## config.mk

```make
export PLATFORM = sky130hd
export DESIGN_NAME = delay_tune_ctrl
export DESIGN_NICKNAME = d
export VERILOG_FILES = /design/src/rtl/delay_tune_ctrl.sv
export SDC_FILE = /design/constraint.sdc
export NUM_CORES = 1
export LEC_CHECK = 0
export ABC_AREA = 1
export CORE_MARGIN = 4
export CORE_UTILIZATION = 57
export CTS_BUF_LIST = sky130_fd_sc_hd__clkbuf_16
export DETAILED_ROUTE_END_ITERATION = 10
export PLACE_DENSITY = 0.84
export SLEW_MARGIN = 20
export SYNTH_ARGS = -nofsm -noshare
export SYNTH_HDL_FRONTEND = slang
export SYNTH_SLANG_ARGS = --single-unit
export TNS_END_PERCENT = 50
```

## constraint.sdc

```tcl
create_clock -name i_clk -period 3 [get_ports i_clk]
set_clock_uncertainty 0.05 [all_clocks]
set_input_delay 0.6 -clock i_clk [delete_from_list [all_inputs] [get_ports i_clk]]
set_output_delay 0.6 -clock i_clk [all_outputs]
set_load 0.02 [all_outputs]
```

## src/rtl/delay_tune_ctrl.sv

```systemverilog
// delay_tune_ctrl: counts per-stage timing errors over a fixed window, then nudges each
// stage's delay code up or down and writes it out over a four-phase req/ack port.
module delay_tune_ctrl #(
    parameter int STAGES    = 3,
    parameter int SEL_W     = 2,
    parameter int CODE_W    = 4,
    parameter int CNT_W     = 8,
    parameter int WINDOW    = 256,
    parameter int HI_THR    = 4,
    parameter int LO_THR    = 0,
    parameter int CODE_INIT = 8
) (
    input  logic                     i_clk,
    input  logic                     i_rst,
    input  logic                     i_enable,
    input  logic [STAGES-1:0]        i_err_valid,
    input  logic [STAGES-1:0]        i_err,
    output logic                     o_cfg_req,
    output logic [SEL_W-1:0]         o_cfg_stage,
    output logic [CODE_W-1:0]        o_cfg_code,
    input  logic                     i_cfg_ack,
    output logic [STAGES*CODE_W-1:0] o_code,
    output logic [STAGES-1:0]        o_sat,
    output logic                     o_busy
);
    localparam int WIN_W = $clog2(WINDOW);
    localparam logic [WIN_W-1:0]  WIN_LAST = WIN_W'(WINDOW - 1);
    localparam logic [CODE_W-1:0] CODE_MAX = '1;
    localparam logic [CODE_W-1:0] CODE_RST = CODE_W'(CODE_INIT);
    localparam logic [CNT_W-1:0]  CNT_MAX  = '1;
    localparam logic [CNT_W-1:0]  HI_LVL   = CNT_W'(HI_THR);
    localparam logic [CNT_W-1:0]  LO_LVL   = CNT_W'(LO_THR);
    localparam logic [SEL_W-1:0]  IDX_LAST = SEL_W'(STAGES - 1);

    typedef enum logic [2:0] {S_IDLE, S_COUNT, S_EVAL, S_REQ, S_WAIT_ACK} state_t;

    state_t            r_state;
    state_t            w_nextState;
    logic [WIN_W-1:0]  r_winCnt;
    logic [CNT_W-1:0]  r_errCnt [STAGES];
    logic [CODE_W-1:0] r_code   [STAGES];
    logic [SEL_W-1:0]  r_idx;
    logic [SEL_W-1:0]  r_cfgStage;
    logic [CODE_W-1:0] r_cfgCode;

    logic [CODE_W-1:0] w_curCode;
    logic [CODE_W-1:0] w_newCode;
    logic [CNT_W-1:0]  w_curCnt;
    logic              w_inc;
    logic              w_dec;
    logic              w_change;
    logic              w_lastIdx;
    logic              w_endScan;

    // Decision for the stage under evaluation; inc and dec are exclusive since LO_THR < HI_THR.
    always_comb begin
        w_curCode = '0;
        w_curCnt  = '0;
        for (int i = 0; i < STAGES; i++) begin
            if (r_idx == SEL_W'(i)) begin
                w_curCode = r_code[i];
                w_curCnt  = r_errCnt[i];
            end
        end
        w_inc     = (w_curCnt >= HI_LVL) && (w_curCode != CODE_MAX);
        w_dec     = (w_curCnt <= LO_LVL) && (w_curCode != '0);
        w_change  = w_inc || w_dec;
        w_newCode = w_inc ? (w_curCode + CODE_W'(1)) : (w_curCode - CODE_W'(1));
        w_lastIdx = (r_idx == IDX_LAST);
        w_endScan = ((r_state == S_EVAL) && !w_change && w_lastIdx) ||
                    ((r_state == S_WAIT_ACK) && !i_cfg_ack && w_lastIdx);
    end

    always_ff @(posedge i_clk) begin
        if (i_rst) r_state <= S_IDLE;
        else       r_state <= w_nextState;
    end

    always_comb begin
        w_nextState = r_state;
        case (r_state)
            S_IDLE:     if (i_enable) w_nextState = S_COUNT;
            S_COUNT: begin
                if (!i_enable)                 w_nextState = S_IDLE;
                else if (r_winCnt == WIN_LAST) w_nextState = S_EVAL;
            end
            S_EVAL: begin
                if (w_change)       w_nextState = S_REQ;
                else if (w_lastIdx) w_nextState = i_enable ? S_COUNT : S_IDLE;
            end
            S_REQ:      if (i_cfg_ack) w_nextState = S_WAIT_ACK;
            S_WAIT_ACK: begin
                if (!i_cfg_ack) begin
                    if (w_lastIdx) w_nextState = i_enable ? S_COUNT : S_IDLE;
                    else           w_nextState = S_EVAL;
                end
            end
            default:    w_nextState = S_IDLE;
        endcase
    end

    always_comb begin
        o_cfg_req   = (r_state == S_REQ);
        o_busy      = (r_state == S_EVAL) || (r_state == S_REQ) || (r_state == S_WAIT_ACK);
        o_cfg_stage = r_cfgStage;
        o_cfg_code  = r_cfgCode;
        o_code      = '0;
        o_sat       = '0;
        for (int i = 0; i < STAGES; i++) begin
            o_code[i*CODE_W +: CODE_W] = r_code[i];
            o_sat[i]                   = (r_code[i] == CODE_MAX);
        end
    end

    // Datapath; the end-of-scan clear is placed last so it overrides the per-state updates.
    always_ff @(posedge i_clk) begin
        if (i_rst) begin
            r_winCnt   <= '0;
            r_idx      <= '0;
            r_cfgStage <= '0;
            r_cfgCode  <= '0;
            for (int i = 0; i < STAGES; i++) begin
                r_errCnt[i] <= '0;
                r_code[i]   <= CODE_RST;
            end
        end else begin
            case (r_state)
                S_IDLE: begin
                    r_winCnt <= '0;
                    for (int i = 0; i < STAGES; i++) r_errCnt[i] <= '0;
                end
                S_COUNT: begin
                    if (!i_enable) begin
                        r_winCnt <= '0;
                        for (int i = 0; i < STAGES; i++) r_errCnt[i] <= '0;
                    end else begin
                        if (r_winCnt != WIN_LAST) r_winCnt <= r_winCnt + WIN_W'(1);
                        for (int i = 0; i < STAGES; i++) begin
                            if (i_err_valid[i] && i_err[i] && (r_errCnt[i] != CNT_MAX))
                                r_errCnt[i] <= r_errCnt[i] + CNT_W'(1);
                        end
                    end
                end
                S_EVAL: begin
                    if (w_change) begin
                        r_cfgStage <= r_idx;
                        r_cfgCode  <= w_newCode;
                    end else if (!w_lastIdx) begin
                        r_idx <= r_idx + SEL_W'(1);
                    end
                end
                S_REQ: begin
                    if (i_cfg_ack) begin
                        for (int i = 0; i < STAGES; i++)
                            if (r_idx == SEL_W'(i)) r_code[i] <= r_cfgCode;
                    end
                end
                S_WAIT_ACK: begin
                    if (!i_cfg_ack && !w_lastIdx) r_idx <= r_idx + SEL_W'(1);
                end
                default: ;
            endcase
            if (w_endScan) begin
                r_winCnt <= '0;
                r_idx    <= '0;
                for (int i = 0; i < STAGES; i++) r_errCnt[i] <= '0;
            end
        end
    end
endmodule
```

=== Word level (Yosys, flattened, before mapping) ===
Memory sizes are Yosys's and may differ from the RTL's.
Cells that the tools add are included.
Widths: inputs -> output; s select.

* $lt $le $gt $ge: 2
* Reductions and logical operators: 30
* Bitwise gates (word level): 15
* $add $sub $neg: 7
* Mux-type cells: 81
* Equal/unequal tests: 24

{| class="wikitable"
|+ Operators with widths
! cell !! count
|-
| $mux 8 || 17
|-
| $mux 1 || 43
|-
| $add 8x1->8 const B || 4
|-
| $ne 8x8->1 const B || 4
|-
| $mux 4 || 7
|-
| $mux 3 || 7
|-
| $pmux 8 s2 || 1
|-
| $or 1x1->1 || 15
|-
| $pmux 3 s5 || 1
|-
| $logic_and 1x1->1 || 13
|-
| $eq 4x4->1 const B || 3
|-
| $ne 3x3->1 const B || 3
|-
| $eq 8x8->1 const B || 1
|-
| $ge 8x3->1 const B || 1
|-
| $le 8x1->1 const B || 1
|-
| $mux 2 || 4
|-
| $ne 2x2->1 const B || 4
|-
| $eq 3x2->1 const B || 2
|-
| $reduce_and 5->1 || 1
|-
| $add 4x1->4 const B || 1
|-
| $logic_or 1x1->1 || 4
|-
| $ne 2x1->1 const B || 2
|-
| $ne 4x4->1 const B || 1
|-
| $pmux 2 s2 || 1
|-
| 14 further kinds || 18
|}

* RAM bits: 36
* Register bits after elaboration: 19
* Memories: 2
* Word-level logic and storage cells: 166

{| class="wikitable"
|+ Memories
! memory !! depth !! width !! read ports !! clocked after Yosys merged registers in !! wr ports !! RTL line !! source
|-
| r_errCnt || 3 || 8 || 3 || 0 || 3 || 40 || <nowiki>logic [CNT_W-1:0] r_errCnt [STAGES];</nowiki>
|-
| r_code || 3 || 4 || 3 || 0 || 3 || 41 || <nowiki>logic [CODE_W-1:0] r_code [STAGES];</nowiki>
|}

=== Logic depth before layout (Yosys ltp) ===
* Word-level depth: 15
* Depth in mapped cells: 17
* Mapped depth without buffers: 16

=== Least setup slack after synthesis ===
Ideal clock, no wire load.

* Path type: reg-to-reg
* Start: register r_idx[1]
* End: memory r_errCnt[0][0] (enable)
* Data required time: 2.613 ns
* Data arrival time: 1.850 ns
* Clock period less this slack: 2.237 ns
* Stages on the path, launching flop included: 14
* Buffers on the path: 1
* Setup slack: 0.763 ns
* Cells stage by stage: dfxtp_1 > inv_1 > ha_1 > buf_6 > inv_6 > nand3_1 > nand2_1 > nand2_1 > inv_1 > nand3_2 > nand2_4 > nand4_1 > and2_1 > nand3_1

{| class="wikitable"
|+ RTL lines
! what !! RTL line !! source
|-
| start: declaration || 42 || <nowiki>logic [SEL_W-1:0] r_idx;</nowiki>
|-
| start signal: assignment || 149 || <nowiki>r_idx <= r_idx + SEL_W'(1);</nowiki>
|-
| start signal: assignment || 159 || <nowiki>if (!i_cfg_ack && !w_lastIdx) r_idx <= r_idx + SEL_W'(1);</nowiki>
|-
| end: declaration || 40 ||
|}

==> flow_summary.toml <==
[critical_path]
crit_cells = 12
end_kind = "flop"
cp.required_ns = 2.89
crit_family = "simple AND/OR/NAND/NOR gates"
max_stage_delay_ns = 0.38
path_class = "reg -> reg"
cp_slowest_cell = "dfxtp_1"
arrival_ns = 2.54
path_buf_inv = 3
rr_worst_depth = 12
worstPathMaxFanout = 9
cp_cell_sequence = "inv_1, ha_1, inv_6, nand3_1, nand2_1, nand2_1, inv_1, nand3_2, nand2_4, nand4_1, and2_1, nand3_1"
start_kind = "flop"

[logic_synthesis]
synth_mux_area_share_pct = 0.309
synth-main-ff-cell = "edfxtp_1"
synth_top_family_by_area = "simple AND/OR/NAND/NOR gates"
avgSynthCellArea_um2 = 8.10
synth_warnings = 0
synthesis.area_um2 = 3240
synth-async-reset-ratio_pct = 0
synth-edff-count = 36
synth-compound-area-share_pct = 7.26
yosysUniqueCellTypes = 37
synth-seq-area-share_pct = 45.1
synthAdderAreaFrac_pct = 4.09
synth_fp_nets = 420
synth_seq_cells = 55
yosys.area_share.simple_pct = 28.0
synthCells = 400
synth_xor_area_share_pct = 4.60

[routing]
m1WireLength_mm = 2.99
maxUsedRoutingLayer = "met4"
drc_errors = 0
drt_iter0_drc = 214
viasPerCell = 5.28
via_count = 2671
drtAntennaViolNets = 0
first_pass_iters = 5
drt-total-wl_mm = 6.63
wl_met3_um = 325
wl_per_cell_um = 13.1
routed-wl-met2_mm = 3.26

[power_and_ir_drop]
p_leak_uw = 0.00172
power_uw = 3300
ir_worst_vdd_v = 0.000408
powerDensity_nw_per_um2 = 886
p_clk_share_pct = 16.7
p_int_uw = 1890
power.switching_uw = 1410
power_frac_seq_pct = 36.7
p_comb_share_pct = 46.6
swShare_pct = 42.6

[layout]
fill_cells = 434
final_common_cell = "nand2_1"
syn2layout_area_growth_pct = 15.0
mostFrequentLayoutCells = "nand2_1, inv_1, nor2_1, edfxtp_1, nand3_1"
final_nets = 453
antennaDiodeCount = 0
ff_latch_area_um2 = 1460
finalNonFillerCells = 506
layout-drive-gt1-share_pct = 8.06
multiInputGateArea_um2 = 1430

[placed_design]
place_ws_ns = 0.364
place.gp.congestion = 0.895
portBuffers = 32
hpwl_mm = 5.09
placedCellCount = 498

[clocking]
post_cts_resized = 0
path_clk_slew_ns = 0.07
htreeDepth = 2
clock_sinks = 55
cts_setup_buffers = 0
worstSkewPairLatency_ns = 0.29
tritoncts = "yes"
clk_path_buf_depth = 2
numCtsBuffers = 5
holdBufCountCts = 0
cts_root_buf = "clkbuf_16"

[job]
max_cap_viol_count = 0

[sta]
finalHoldViolCount = 0
tightest_slew_ns = 0.487
finalWorstSetupSlack_ns = 0.351
finalSetupTns_ns = 0
rsz0062_at_grt = "false"
max_slew_margin_pct = 67.5
fmax_mhz = 378
period_minus_slack_ns = 2.65
final_max_slew_viol_count = 0
setup_viol = 0
fin_crit_sh_pct = 88.3

[floorplan]
row_count = 27
die-area_um2 = 6950
initial_utilization_pct = 58.8
fp.dieH_um = 83.4
coreArea_um2 = 5510
io-pin-count = 33
fp.dieW_um = 83.4

[run_status]
status = "finished, final reports clean"

[worst_hold_path]
min_delay_path_depth = 2
hold_path_class = "reg -> reg"

[global_route]
grt_pass1_wl_mm = 11.3
grt_max_degree = 25
overflow = 0
grt_antenna_before_repair = 0
track_usage_pct = 19.8
grt_pass1_vias = 2484
[final timing paths]
check | from | to | slack (ns)
hold reg to reg | o_cfg_code[0]$_SDFFE_PP0P_ | o_cfg_code[0]$_SDFFE_PP0P_ | 0.43
hold / removal | o_cfg_code[0]$_SDFFE_PP0P_ | o_cfg_code[0]$_SDFFE_PP0P_ | 0.43
setup / recovery | r_idx[1]$_SDFFE_PP0P_ | r_errCnt[0][14]$_SDFFCE_PP0P_ | 0.35
setup reg to reg | r_idx[1]$_SDFFE_PP0P_ | r_errCnt[0][14]$_SDFFCE_PP0P_ | 0.35
[stage by stage]
stage	cell area (µm²)	hold slack, ns	utilization (%)
after floorplan	3240	0.408	-
after global placement	3590	0.418	65.2
after detailed placement	3590	0.418	65.2
after CTS	3730	0.428	67.7
after global routing	3730	0.457	67.7
final	3730	0.427	67.7
[routing by layer]
layer,GRT usage [%],vias to the layer above
met1,25.6,1237
met4,4.01,0
li1,-,1351
met2,34.9,78
met3,3.37,5
met5,0,-
[cell usage after synthesis, types with 2 or more instances]
master | count | area, µm²
nand2_1 | 82 | 308
inv_1 | 66 | 248
nor2_1 | 47 | 176
edfxtp_1 | 36 | 1080
nand3_1 | 34 | 170
dfxtp_1 | 19 | 380
a21oi_1 | 18 | 90.1
xor2_1 | 14 | 123
o21ai_0 | 10 | 50.1
ha_1 | 9 | 113
nand4_1 | 7 | 43.8
buf_6 | 6 | 67.6
nor3_1 | 5 | 25.0
o21ai_1 | 5 | 25.0
a31o_2 | 4 | 35.0
nand2_4 | 4 | 45.0
nand3_2 | 4 | 40.0
or2_2 | 4 | 25.0
nand2_2 | 3 | 18.8
xnor2_1 | 3 | 26.3
inv_2 | 2 | 7.51
nor2_2 | 2 | 12.5
nor4_1 | 2 | 12.5
[sequential cells by signal (all words and copies together), names as in the netlist]
signal / cells
o_cfg_code: 4
o_cfg_stage: 2
r_winCnt: 8
r_state: 3
r_idx: 2
r_errCnt: 24
r_code: 12
[power by group through the flow]
| stage | Clock, µW | Sequential [µW] | Combinational (µW) |
|---|---|---|---|
| 6_report | 552 | 1210 | 1540 |
| 5_1_grt | 594 | 1240 | 1720 |
| 4_1_cts | 555 | 1210 | 1540 |
| 3_5_place_dp | 0 | 1220 | 1530 |
| 3_3_place_gp | 0 | 1210 | 1460 |
| 2_1_floorplan | 0 | 1210 | 1160 |
[cells by family (layout without fill, tap and decap cells)]
kind of cell / after synthesis / after routing
muxes: 1 / 1
adders and majority gates: 10 / 10
xor gates and xnor gates: 17 / 17
DFF: 55 / 55
buffers and inverters: 78 / 112
and+or+nand+nor: 198 / 198
AOI/OAI and AO/OA: 41 / 41
[area by class of cell]
type	instances	area share, %
clock buffers	5	3.36
clock inverters	3	0.336
inverters	70	7.19
multi-input cells	267	38.5
flip-flops and latches	55	39.2
well taps	72	2.42
repair buffers	34	9.00
[worst reg2reg max path, delay by kind of cell, from the launching register on]
family                   cells  cell delay, ns
adder cells (fa/ha/maj)      1            0.33
buffers and inverters        3            0.34
flip-flops                   1            0.38
AND/OR/NAND/NOR              8            1.20
No activity file was read; power rests on OpenSTA's default activity.
